==> src/rtl/mod_feeder.sv <==
// Feeder stage: buffers {tag, data} words in a synchronous FIFO and replays each one
// for exactly one cycle as a registered enable/data pair for the downstream flip-flop.
module mod_feeder #(
    parameter int unsigned DEPTH  = 8,
    parameter int unsigned TAG_W  = 4,
    parameter int unsigned DATA_W = 8,
    localparam int unsigned AW    = $clog2(DEPTH),
    localparam int unsigned BW    = TAG_W + DATA_W
) (
    input  logic          i_clk,
    input  logic          i_rst,
    input  logic          i_valid,
    input  logic [BW-1:0] i_D,
    output logic          o_ready,
    input  logic          i_hold,
    input  logic          i_flush,
    output logic          o_E,
    output logic [BW-1:0] o_D,
    output logic [AW:0]   o_count,
    output logic          o_empty,
    output logic          o_full,
    output logic          o_ovf
);

    logic [BW-1:0] mem_q [DEPTH];
    logic [AW-1:0] wptr_q, wptr_d;
    logic [AW-1:0] rptr_q, rptr_d;
    logic [AW:0]   count_q, count_d;
    logic          e_q, e_d;
    logic [BW-1:0] d_q, d_d;
    logic          ovf_q, ovf_d;
    logic          clear;
    logic          push;
    logic          pop;

    assign o_empty = (count_q == '0);
    assign o_full  = (count_q == (AW + 1)'(DEPTH));
    assign o_ready = !o_full;
    assign clear   = i_rst || i_flush;
    assign push    = i_valid && o_ready && !clear;
    assign pop     = !i_hold && !o_empty && !clear;

    always_comb begin
        wptr_d  = wptr_q;
        rptr_d  = rptr_q;
        count_d = count_q;
        e_d     = 1'b0;
        d_d     = '0;
        ovf_d   = ovf_q;
        if (clear) begin
            wptr_d  = '0;
            rptr_d  = '0;
            count_d = '0;
            ovf_d   = 1'b0;
        end else begin
            if (push) begin
                wptr_d = wptr_q + AW'(1);
            end
            if (pop) begin
                rptr_d = rptr_q + AW'(1);
                e_d    = 1'b1;
                d_d    = mem_q[rptr_q];
            end
            unique case ({push, pop})
                2'b10:   count_d = count_q + (AW + 1)'(1);
                2'b01:   count_d = count_q - (AW + 1)'(1);
                default: count_d = count_q;
            endcase
            // A word offered while full is dropped; remember that it happened.
            if (i_valid && o_full) begin
                ovf_d = 1'b1;
            end
        end
    end

    always_ff @(posedge i_clk) begin
        if (i_rst) begin
            wptr_q  <= '0;
            rptr_q  <= '0;
            count_q <= '0;
            e_q     <= 1'b0;
            d_q     <= '0;
            ovf_q   <= 1'b0;
        end else begin
            wptr_q  <= wptr_d;
            rptr_q  <= rptr_d;
            count_q <= count_d;
            e_q     <= e_d;
            d_q     <= d_d;
            ovf_q   <= ovf_d;
        end
    end

    // Storage needs no reset: the pointers and count define which entries are live.
    always_ff @(posedge i_clk) begin
        if (push) begin
            mem_q[wptr_q] <= i_D;
        end
    end

    assign o_E     = e_q;
    assign o_D     = d_q;
    assign o_count = count_q;
    assign o_ovf   = ovf_q;

endmodule

==> config.mk <==
export PLATFORM = sky130hd
export DESIGN_NAME = mod_feeder
export DESIGN_NICKNAME = d
export VERILOG_FILES = /design/src/rtl/mod_feeder.sv
export SDC_FILE = /design/constraint.sdc
export NUM_CORES = 1
export LEC_CHECK = 0
export CORE_MARGIN = 1
export CORE_UTILIZATION = 40
export CTS_BUF_LIST = sky130_fd_sc_hd__clkbuf_4
export CTS_CLUSTER_DIAMETER = 150
export DETAILED_ROUTE_END_ITERATION = 8
export PLACE_DENSITY = 0.55
export SLEW_MARGIN = 15
export SYNTH_ARGS = -nofsm -noshare
export SYNTH_HDL_FRONTEND = slang
export SYNTH_SLANG_ARGS = --single-unit
==> constraint.sdc <==
create_clock -name i_clk -period 2.7 [get_ports i_clk]
set_clock_uncertainty 0.05 [all_clocks]
set_input_delay 0.54 -clock i_clk [delete_from_list [all_inputs] [get_ports i_clk]]
set_output_delay 0.54 -clock i_clk [all_outputs]
set_load 0.05 [all_outputs]
Word level (Yosys, flattened, before mapping)
Memory sizes are Yosys's and may differ from the RTL's. A register that Yosys moved wholly into a read port is not among the register bits.
Cells that the tools add are included.
Storage, ports and cells
  RAM bits: 96
  input port bits: 17
  logic and storage cells: 32
  bits in registers: 12
  latch bits: 0
  memories kept: 1
  bits in read-only memories: 0
Memory list
  mem_q: words 8, width 12, rd ports 1, clocked after Yosys merged registers in 1, write ports 1, RTL line 25  | logic [BW-1:0] mem_q [DEPTH];
Operators by class
  add/subtract/negate cells: 4
  $mul: 0
  reductions and logical operators: 14
  shifts and indexed selects: 0
  multiplexer cells: 4
  divide/modulo/power cells: 0
  bitwise logic cells: 1
  equality and inequality tests: 3
  magnitude comparators: 0
Operator list (count)
  $pmux W4 S2: 1
  $add A3 B1 Y3 const B: 2
  $logic_and A1 B1 Y1: 5
  $add A4 B1 Y4 const B: 1
  $eq A4 B4 Y1 const B: 1
  $logic_not A1 Y1: 4
  $logic_not A4 Y1: 1
  $sub A4 B1 Y4 const B: 1
  $mux W1: 3
  $reduce_or A3 Y1: 1
  $eq A2 B1 Y1 const B: 1
  $eq A2 B2 Y1 const B: 1
  $reduce_bool A2 Y1: 1
  $reduce_or A2 Y1: 1
  $logic_or A1 B1 Y1: 1
  $not A1 Y1: 1

Depth between registers and ports, before layout
Gate-level depths: netlist of the first run.
  depth in word-level cells: 6
  mapped depth: 12
  depth with buffers taken out: 11

Least setup slack after synthesis of the first run
OpenSTA, ideal clock, no wires.
  path kind: register to register
  start point: register count_q[0], in the netlist o_count[0]
  end point: register count_q[2], in the netlist o_count[2]
  setup time: 0.071 ns
  clock period less this slack: 3.587 ns
  arrival: 3.466 ns
  stages on the path, launching flop included: 13
  slack: -0.887 ns
  cell sequence: dfxtp_1 -> nor4_2 -> nor2_1 -> nand2_1 -> buf_4 -> inv_2 -> ha_1 -> xor2_1 -> ha_1 -> a21oi_1 -> xor2_1 -> or3_1 -> a21oi_1
Between the ends
  word-level cells in the longest chain between the ends: 6
  elaborated cells between the ends (all ways): 14
  classes of those cells: 2 x add/sub; 3 x eq/ne; 1 x mux; 8 x reduce/logical
Ends and longest elaborated chain
  start, declared: RTL line 28  | logic [AW:0] count_q, count_d;
  start signal, assigned: RTL line 87  | count_q <= count_d;
  $logic_not A4 Y1 *: RTL line 36  | assign o_empty = (count_q == '0);
  via o_empty: RTL line 20  | output logic o_empty,
  $logic_not A1 Y1 *: RTL line 41  | assign pop = !i_hold && !o_empty && !clear;
  $logic_and A1 B1 Y1 * (2 in a row): RTL line 41
  via pop: RTL line 34  | logic pop;
  $eq A2 B1 Y1 or $eq A2 B2 Y1 (tied branches): RTL line 64  | unique case ({push, pop})
  $pmux W4 S2 or $reduce_bool A2 Y1 (tied branches)
Mark *: on every way through the listed nets, which the timed path passes. The rest lies on a longest branch.
A chain may end at the register's enable or synchronous reset.

Worst setup path after layout of the first run
  start point: register count_q[0], in the netlist o_count[0]
  end point: output o_ready
Between the ends
  word-level cells in the longest chain between the ends: 2
Ends and longest elaborated chain
  $eq A4 B4 Y1: RTL line 37  | assign o_full = (count_q == (AW + 1)'(DEPTH));
  $logic_not A1 Y1: RTL line 38  | assign o_ready = !o_full;
  end, declared: RTL line 14  | output logic o_ready,
No other way between the ends.

==> summary.md, run 1 <==
- **clock tree from TritonCTS** built
- **hold violation total from the final report** 0
- **Power Dens Cells** 606.2 nW/µm²
- **final wirelength** 8624 µm
- **clock tree buffer depth** 2
- **placed wire-length estimate** 5205 µm
- **count of pins on the block boundary** 38
- **Endpoint, Worst Hold** o_ovf
- **root buf cell** sky130_fd_sc_hd__clkbuf_4
- **critical setup path kind** flop to primary output
- **Worst Tran Pin Value** 0.5235 ns
- **average via count per standard cell** 5.120
- **leakage dissipation** 0.001771 µW
- **global router's overall resource usage** 16.44%
- **maximum fanout count along the critical path** 8
- **number of maximum-capacitance constraint violations** 0
- **post-synthesis sequential area ratio** 73.60%
- **slew margin rel.** 65.05%
- **Clock H-tree levels** 4
- **total clock sinks** 120
- **setup violation total in the final timing report** 0
- **DRC violations left** 0
- **Setup crit start** o_count[0]
- **share of final-layout standard cells stronger than drive strength 1** 30.00%
- **vias in the first global route** 2,385
- **Die Area** 11,850 µm²
- **CP Data Arrival Time** 1.95 ns
- **total of hold buffers inserted after clock tree synthesis** 0
- **Max IR drop VDD** 337.3 µV
- **worst hold path depth** 2
- **start of the worst register-to-register path** o_count[0]
- **global-route wire length before repair** 13,430 µm
- **highest achievable clock rate** 393.6 MHz
- **largest net degree at the start of global routing** 27
- **type of element launching the critical path** flop
- **effective utilization at floorplan** 41.60%
- **path category of the worst min-delay check** flop to flop
- **number of cells upsized or downsized after cts** 2
- **share of flip-flops with an asynchronous set or reset after synthesis** 0%
- **Post-Synthesis Cells** 246
- **Post-Syn Nets** 268
- **Die Y** 108.9 µm
- **1st-iter DRT viols** 136
- **average instance area after synthesis** 18.57 µm²
- **Ant. Diodes** 0
- **minimum hold slack** 0.4361 ns
- **Avg WL per Cell** 18.75 µm
- **worst reg2reg path endpoint** o_count[2]
- **number of pins exceeding their max-slew limit in the final report** 0
- **number of flip-flops and latches in the synthesized netlist** 120
- **number of enable flip-flop cells after synthesis** 96
- **overall via count from detail_route** 2,355
- **number of antenna violations at the first check in global routing** 0
- **core area** 10,980 µm²
- **count of buffers inserted at the top-level ports** 37
- **final estimated routing congestion in global placement** 0.6830
- **status** complete, no violations
- **Tcrit/Tclk final** 94.09%
- **total congestion overflow** 0
- **Antenna Nets Post-Route** 0
- **RSZ-0062 raised after global routing** no
- **dominant register cell in the synthesized netlist** sky130_fd_sc_hd__edfxtp_1
- **post-layout minimum cycle time** 2.541 ns
- **register clock-pin slew on the reported worst setup and hold paths** 0.10 ns
- **source of the worst hold timing path** o_ovf
- **number of optimization iterations in the first detailed-route pass** 4
- **area overhead of the layout relative to synthesis** 21.08%
- **die span in x** 108.9 µm
- **slack of the worst reg-to-reg path** 0.29 ns
- **kind of end point of the critical path** primary output
- **post-synthesis cell area** 4569 µm²
- **number of buffers inserted to repair setup after CTS** 0
- **FP Rows** 38
- **Post-layout nets** 329
- **Synth warnings** 0
- **Total Power Consumption** 3354 µW
- **number of CTS-inserted buffers** 17
- **cells on worst reg2reg path** 9
- **required time of the worst setup path** 2.11 ns
- **Clk Latency, worst-skew pair** 0.49 ns
- **count of unique library cells instantiated by Yosys** 35
==> worst max path at each step <==
stage	end	depth (start not counted)	slack, ns
floorplan	o_count[2]	12	-0.1
global placement	o_count[2]	10	0.09
detailed placement	o_count[2]	10	0.02
CTS	o_ready	2	0.10
global route	o_ready	2	0.05
finish	o_ready	2	0.16
==> cells in the final DEF (no fill, tap or decap), types with 3 or more instances in the layout <==
master and count:
sky130_fd_sc_hd__edfxtp_1 96, sky130_fd_sc_hd__clkdlybuf4s50_1 34, sky130_fd_sc_hd__nor2_1 26, sky130_fd_sc_hd__mux4_2 24, sky130_fd_sc_hd__clkbuf_4 21, sky130_fd_sc_hd__dfxtp_1 19, sky130_fd_sc_hd__buf_4 15, sky130_fd_sc_hd__mux2i_1 13
sky130_fd_sc_hd__xor2_1 5, sky130_fd_sc_hd__nand2b_1 4, sky130_fd_sc_hd__a21oi_1 4, sky130_fd_sc_hd__clkinv_4 4, sky130_fd_sc_hd__inv_2 3, sky130_fd_sc_hd__nand2_1 3, sky130_fd_sc_hd__ha_1 3, sky130_fd_sc_hd__clkinv_2 3
sky130_fd_sc_hd__dfxtp_4 3
==> synthesized netlist by cell type, types with 2 or more instances <==
library cell               count  area [µm²]
sky130_fd_sc_hd__or3_1         2       12.51
sky130_fd_sc_hd__o21ai_0       2       10.01
sky130_fd_sc_hd__nand2_1       4       15.01
sky130_fd_sc_hd__edfxtp_1     96        2883
sky130_fd_sc_hd__clkbuf_1      3       11.26
sky130_fd_sc_hd__a21oi_1       5       25.02
sky130_fd_sc_hd__nor3_1        2       10.01
sky130_fd_sc_hd__ha_1          5       62.56
sky130_fd_sc_hd__mux4_2       24       540.5
sky130_fd_sc_hd__inv_2         3       11.26
sky130_fd_sc_hd__nor2_1       27       101.4
sky130_fd_sc_hd__dfxtp_1      24       480.5
sky130_fd_sc_hd__buf_4         2       15.01
sky130_fd_sc_hd__xor2_1        5       43.79
sky130_fd_sc_hd__buf_6         2       22.52
sky130_fd_sc_hd__buf_2         4       20.02
sky130_fd_sc_hd__nand3_2       2       20.02
sky130_fd_sc_hd__nand2b_1      4       25.02
sky130_fd_sc_hd__mux2i_1      13       130.1
sky130_fd_sc_hd__xnor2_1       2       17.52
==> sequential cells by signal (all words and copies together) (netlist names) <==
| signal | cells |
|---|---|
| o_ovf | 1 |
| wptr_q | 3 |
| o_D | 12 |
| o_E | 1 |
| mem_q | 96 |
| rptr_q | 3 |
| o_count | 4 |
==> stage by stage <==
stage | worst slack [ns] | instance area (µm²) | TNS [ns] | util [%] | instances
after detailed placement | 0.01548 | 5251 | 0 | 47.81 | 428
after global routing | 0.05497 | 5533 | 0 | 50.38 | 460
final | 0.1595 | 5533 | 0 | 50.38 | 460
after floorplan | -0.09881 | 4624 | -0.1017 | - | 246
after CTS | 0.1024 | 5533 | 0 | 50.38 | 460
after global placement | 0.08992 | 5251 | 0 | 47.81 | 428
==> logic make-up (layout without fill, tap and decap cells) <==
group	count (synthesis)	count (layout)	synth area share, %
fa+ha+maj	5	5	1.369
compound gates	11	11	1.424
flops	120	120	73.60
buf+inv	15	89	1.834
simple gates	51	51	5.750
mux	37	37	14.68
xor+xnor	7	7	1.342
==> routing by layer <==
metal	global-route usage (%)	up-vias	routed length, µm
li1	-	1084	-
met3	4.662	11	256
met5	0	-	0
met1	20.93	1222	3900
met4	5.792	0	111
met2	26.91	38	4355
==> layout make-up <==
type                       instances  area [µm²]
fill                             931        5450
sequential                       120        3377
multi-input combinational        111        1171
timing repair buffer              53       510.5
tap                              140       175.2
clock buffer                      21       157.7
clock inverter                    11       126.4
inverter                           4       15.01
==> where the power goes <==
| part | switching, µW | leakage [µW] | internal, µW | total (µW) |
|---|---|---|---|---|
| Combinational | 48.9 | 0.000552 | 42.7 | 91.6 |
| Clock | 663 | 0.000158 | 595 | 1260 |
| Sequential | 6.07 | 0.00106 | 2000 | 2000 |
==> critical path: stages (launching register included) <==
cell and delay [ns]:
sky130_fd_sc_hd__dfxtp_2 0.39, sky130_fd_sc_hd__or4b_1 0.62, sky130_fd_sc_hd__dlygate4sd2_1 0.46
No activity file was read; power rests on OpenSTA's default activity.
==> inputs of run 2 (changes only) <==
==> constraint.sdc (replaced) <==
create_clock -name i_clk -period 2.7 [get_ports i_clk]
set_clock_uncertainty 0.05 [all_clocks]
set_input_delay 0.54 -clock i_clk [delete_from_list [all_inputs] [get_ports i_clk]]
set_output_delay 0.54 -clock i_clk [all_outputs]
set_load 0.02 [all_outputs]
==> summary.md, run 2 (synthesis results as in run 1) <==
- **register clock-pin slew on the reported worst setup and hold paths** 0.11 ns
- **global-route wire length before repair** 12,980 µm
- **met3 Track Usage GR** 4.543%
- **Clk Latency, worst-skew pair** 0.49 ns
- **highest achievable clock rate** 408.6 MHz
- **count of buffers inserted at the top-level ports** 37
- **share of final-layout standard cells stronger than drive strength 1** 28.22%
- **largest net degree at the start of global routing** 27
- **leading cell types in the layout, fill and taps excluded** sky130_fd_sc_hd__edfxtp_1 (96), sky130_fd_sc_hd__clkdlybuf4s50_1 (35), sky130_fd_sc_hd__nor2_1 (27)
- **Design Area, Final** 5517 µm²
- **kind of end point of the critical path** primary output
- **number of maximum-capacitance constraint violations** 0
- **Post-layout nets** 335
- **slew margin rel.** 48.00%
- **clock tree from TritonCTS** built
- **FP Rows** 38
- **Top Usage Layer GRT** met2
- **Die Y** 108.9 µm
- **sequential standard cell area** 3367 µm²
- **total area of multi-input combinational cells** 1145 µm²
- **Worst Tran Pin Value** 0.7790 ns
- **setup total negative slack** 0 ns
- **vias in the first global route** 2,318
- **root buf cell** sky130_fd_sc_hd__clkbuf_4
- **number of cells upsized or downsized after cts** 3
- **number of buffers inserted to repair setup after CTS** 0
- **Most flops, register** mem_q
- **met2 demand-to-capacity share in global routing** 24.84%
- **count of pins on the block boundary** 38
- **commonest non-fill, non-tap cell in the layout** sky130_fd_sc_hd__edfxtp_1
- **Clock H-tree levels** 4
- **Total Power Consumption** 3220 µW
- **placed instance area** 5258 µm²
- **number of CTS-inserted buffers** 17
- **final wirelength** 8354 µm
- **1st-iter DRT viols** 134
- **RSZ-0062 raised after global routing** no
- **portion of total power attributed to sequential cells** 62.3%
- **final estimated routing congestion in global placement** 0.7303
- **average via count per standard cell** 5.041
- **Avg WL per Cell** 17.89 µm
- **effective utilization at floorplan** 41.60%
- **cells on worst reg2reg path** 8
- **M1 GR Usage** 21.16%
- **global router's overall resource usage** 16.00%
- **overall via count from detail_route** 2,354
- **Power Dens Cells** 583.7 nW/µm²
- **DRC violations left** 0
- **total internal power** 2513 µW
- **switching share of power** 21.97%
- **leakage dissipation** 0.001778 µW
- **placed wire-length estimate** 4915 µm
- **hold violation total from the final report** 0
- **worst hold path depth** 2
- **total clock sinks** 120
- **area overhead of the layout relative to synthesis** 20.73%
- **setup violation total in the final timing report** 0
- **status** complete, no violations
- **type of element launching the critical path** flop
- **max reg flops** 96
- **total congestion overflow** 0
- **switching pwr** 707.3 µW
- **number of optimization iterations in the first detailed-route pass** 4
- **core area** 10,980 µm²
- **number of filler instances in the final layout** 935
- **CP Data Arrival Time** 1.86 ns
- **clock tree buffer depth** 2
- **Tcrit/Tclk final** 90.64%
- **power share of the clock group** 34.9%
- **post-layout minimum cycle time** 2.447 ns
- **Max IR drop VDD** 375.4 µV
- **required time of the worst setup path** 2.11 ns
- **critical setup path kind** flop to primary output
- **number of pins exceeding their max-slew limit in the final report** 0
- **maximum fanout count along the critical path** 4
- **die span in x** 108.9 µm
- **Antenna Nets Post-Route** 0
- **number of antenna violations at the first check in global routing** 1
- **path category of the worst min-delay check** flop to flop
- **total of hold buffers inserted after clock tree synthesis** 0
- **Die Area** 11,850 µm²
- **combinational power share** 2.8%
==> run 2: cell types whose count changed in the layout (fill, tap and decap cells not counted), moves of 2 or more <==
cell / delta
sky130_fd_sc_hd__buf_4: +5
sky130_fd_sc_hd__clkbuf_4: -2
sky130_fd_sc_hd__dfxtp_4: -3
sky130_fd_sc_hd__clkinv_1: +2
sky130_fd_sc_hd__ha_1: +2
sky130_fd_sc_hd__dfxtp_1: +2
sky130_fd_sc_hd__clkinv_4: -2
sky130_fd_sc_hd__clkinvlp_4: +4
==> run 2: layer usage <==
| layer | wire (µm) | share of wire, % | vias up |
|---|---|---|---|
| li1 | - | - | 1100 |
| met1 | 3874 | 46 | 1192 |
| met2 | 4020 | 48 | 53 |
| met3 | 368 | 4.4 | 9 |
| met4 | 91 | 1.1 | 0 |
| met5 | 0 | 0 | - |
==> run 2: layout make-up <==
cell class                 count  area share [%]
multi-input combinational    111           20.75
timing repair buffer          59           10.18
clock inverter                13           1.951
clock buffer                  19           2.586
tap                          140           3.175
inverter                       4          0.2722
sequential                   120           61.03
antenna                        1         0.04536
==> run 2: worst max-delay path: stages (launching register included) <==
cell                              delay (ns)
sky130_fd_sc_hd__dfxtp_2                0.37
sky130_fd_sc_hd__nor4_4                 0.34
sky130_fd_sc_hd__clkdlybuf4s50_1        0.66
==> run 2: path summary, 6_finish.rpt <==
| kind | to | start | slack, ns |
|---|---|---|---|
| worst max-delay path | o_empty | o_count[3] | 0.25 |
| worst max register to register | o_count[3] | o_count[1] | 0.33 |
| worst min-delay path | o_ovf | o_ovf | 0.45 |
| worst min register to register | o_ovf | o_ovf | 0.45 |
==> run 2: stage by stage <==
| step | hold WS, ns | utilization (%) | worst slack (ns) | instances |
|---|---|---|---|---|
| after floorplan | 0.4515 | - | 0.001053 | 246 |
| after global placement | 0.3980 | 47.87 | 0.03204 | 434 |
| after detailed placement | 0.4192 | 47.87 | 0.008400 | 434 |
| after CTS | 0.4468 | 50.18 | 0.03201 | 466 |
| after global routing | 0.4991 | 50.23 | 0.09291 | 467 |
| final | 0.4461 | 50.23 | 0.2526 | 467 |
==> run 2: power by group through the flow <==
stage	Sequential, µW	Clock [µW]	Combinational, µW
final	2010	1120	90.1
after global routing	2010	1250	99.7
after CTS	2010	1170	92.1
after detailed placement	2050	0	91.7
after global placement	2050	0	90.5
after floorplan	2050	0	31.3
==> inputs of run 3 (changes only) <==
--- a/config.mk
+++ b/config.mk
@@ -5,7 +5,8 @@
 export SDC_FILE = /design/constraint.sdc
 export NUM_CORES = 1
 export LEC_CHECK = 0
-export CORE_MARGIN = 1
+export CAP_MARGIN = 20
+export CORE_MARGIN = 2
 export CORE_UTILIZATION = 40
 export CTS_BUF_LIST = sky130_fd_sc_hd__clkbuf_4
 export CTS_CLUSTER_DIAMETER = 150
==> summary.md, run 3 (synthesis results as in run 1) <==
- **Most flops, register** mem_q
- **overall via count from detail_route** 2,332
- **Post-layout nets** 334
- **register clock-pin slew on the reported worst setup and hold paths** 0.11 ns
- **FP Rows** 39
- **slew margin rel.** 66.39%
- **status** complete, no violations
- **total internal power** 2597 µW
- **count of buffers inserted at the top-level ports** 37
- **required time of the worst setup path** 2.11 ns
- **setup total negative slack** 0 ns
- **total clock sinks** 120
- **Clk Latency, worst-skew pair** 0.50 ns
- **commonest non-fill, non-tap cell in the layout** sky130_fd_sc_hd__edfxtp_1
- **DRC violations left** 0
- **kind of end point of the critical path** primary output
- **Critical Path End** o_ready
- **start of the worst register-to-register path** o_count[2]
- **final wirelength** 8380 µm
- **highest achievable clock rate** 387.3 MHz
- **type of element launching the critical path** flop
- **effective utilization at floorplan** 40.54%
- **number of CTS-inserted buffers** 17
- **path category of the worst min-delay check** flop to flop
- **max reg flops** 96
- **sequential standard cell area** 3367 µm²
- **clock tree from TritonCTS** built
- **vias in the first global route** 2,493
- **root buf cell** sky130_fd_sc_hd__clkbuf_4
- **clock tree buffer depth** 2
- **number of antenna violations at the first check in global routing** 0
- **Setup crit start** o_count[2]
- **worst reg2reg path endpoint** o_count[3]
- **cells on worst reg2reg path** 8
- **slack of the worst reg-to-reg path** 0.37 ns
- **combinational power share** 2.7%
- **Avg WL per Cell** 17.87 µm
- **maximum fanout count along the critical path** 8
- **portion of total power attributed to sequential cells** 59.9%
- **Die Y** 110.9 µm
- **number of optimization iterations in the first detailed-route pass** 4
- **RSZ-0062 raised after global routing** no
- **number of pins exceeding their max-slew limit in the final report** 0
- **placed instance area** 5241 µm²
- **placed wire-length estimate** 5020 µm
- **leakage dissipation** 0.001792 µW
- **share of final-layout standard cells stronger than drive strength 1** 28.31%
- **final estimated routing congestion in global placement** 0.6569
- **total area of multi-input combinational cells** 1145 µm²
- **minimum hold slack** 0.4287 ns
- **core area** 11,270 µm²
- **switching share of power** 22.48%
- **Worst Tran Pin Value** 0.4914 ns
- **total congestion overflow** 0
- **power share of the clock group** 37.4%
- **Power Dens Cells** 606.4 nW/µm²
- **Max IR drop VDD** 249.6 µV
- **critical setup path kind** flop to primary output
- **Tcrit/Tclk final** 95.62%
- **Clock H-tree levels** 4
- **die span in x** 110.9 µm
- **Die Area** 12,290 µm²
- **switching pwr** 753.1 µW
- **total of hold buffers inserted after clock tree synthesis** 0
- **hold violation total from the final report** 0
- **Design Area, Final** 5525 µm²
- **count of pins on the block boundary** 38
- **number of maximum-capacitance constraint violations** 0
- **Antenna Nets Post-Route** 0
- **global-route wire length before repair** 13,840 µm
- **global router's overall resource usage** 15.33%
- **setup violation total in the final timing report** 0
- **leading cell types in the layout, fill and taps excluded** sky130_fd_sc_hd__edfxtp_1 (96), sky130_fd_sc_hd__clkdlybuf4s50_1 (36), sky130_fd_sc_hd__nor2_1 (27)
- **average via count per standard cell** 4.972
- **number of filler instances in the final layout** 958
- **area overhead of the layout relative to synthesis** 20.92%
- **CP Data Arrival Time** 1.99 ns
- **largest net degree at the start of global routing** 27
- **post-layout minimum cycle time** 2.582 ns
- **1st-iter DRT viols** 100
[run 3: cell count changes in the layout (fill, tap and decap cells not counted), sizes merged]
cell           change
clkinv             -1
inv                +4
clkbuf             -2
clkdlybuf4s50      +1
clkinvlp           -2
dlymetal6s2s       -1
bufinv             +1
buf                -1
[run 3: metal layers]
layer / share of wire [%] / wire [µm] / track usage (%) / vias to the layer above
li1: - / - / - / 1101
met1: 45 / 3740 / 19.34 / 1182
met2: 51 / 4258 / 25.03 / 39
met3: 3.1 / 256 / 4.429 / 10
met4: 1.5 / 126 / 6.250 / 0
met5: 0 / 0 / 0 / -
[run 3: timing repair]
action,4_1_cts,5_1_grt
setup endpoints to repair,2,0
buffers inserted,0,0
gates resized for setup,3,0
[run 3: worst min path at each step]
stage,from,to,cells past startpoint
after floorplan,wptr_q[2],wptr_q[2],2
after global placement,o_ovf,o_ovf,2
after global routing,o_ovf,o_ovf,2
after detailed placement,o_ovf,o_ovf,2
final,o_ovf,o_ovf,2
after CTS,o_ovf,o_ovf,2
[run 3: metrics by stage]
step | instances | utilization, % | total power, µW | setup slack (ns)
floorplan | 246 | - | 2080 | 0.001053
global placement | 436 | 46.50 | 2138 | 0.05626
detailed placement | 436 | 46.50 | 2141 | -0.0002807
CTS | 468 | 49.00 | 3392 | 0.05436
global route | 468 | 49.00 | 3494 | 0.01400
finish | 469 | 49.02 | 3351 | 0.1183
[run 3: power by group through the flow]
stage	clock network [µW]	registers, µW	logic [µW]
after floorplan	0	2050	31.3
after global placement	0	2050	90.3
after detailed placement	0	2050	92.6
after CTS	1290	2010	92.7
after global routing	1390	2010	101
final	1250	2010	90.4
[run 3: layout make-up]
class	count	share of cell area, %
Timing Repair Buffer	58	9.760
Clock inverter	15	2.717
Clock buffer	17	2.310
Inverter	4	0.2717
Sequential cell	120	60.94
Multi-Input combinational cell	111	20.72
Antenna cell	1	0.04529
Tap cell	143	3.238
[run 3: critical path, cell delays in order (launching register included)]
cell                              delay [ns]
sky130_fd_sc_hd__dfxtp_2                0.38
sky130_fd_sc_hd__or4b_4                 0.54
sky130_fd_sc_hd__clkdlybuf4s50_1        0.56
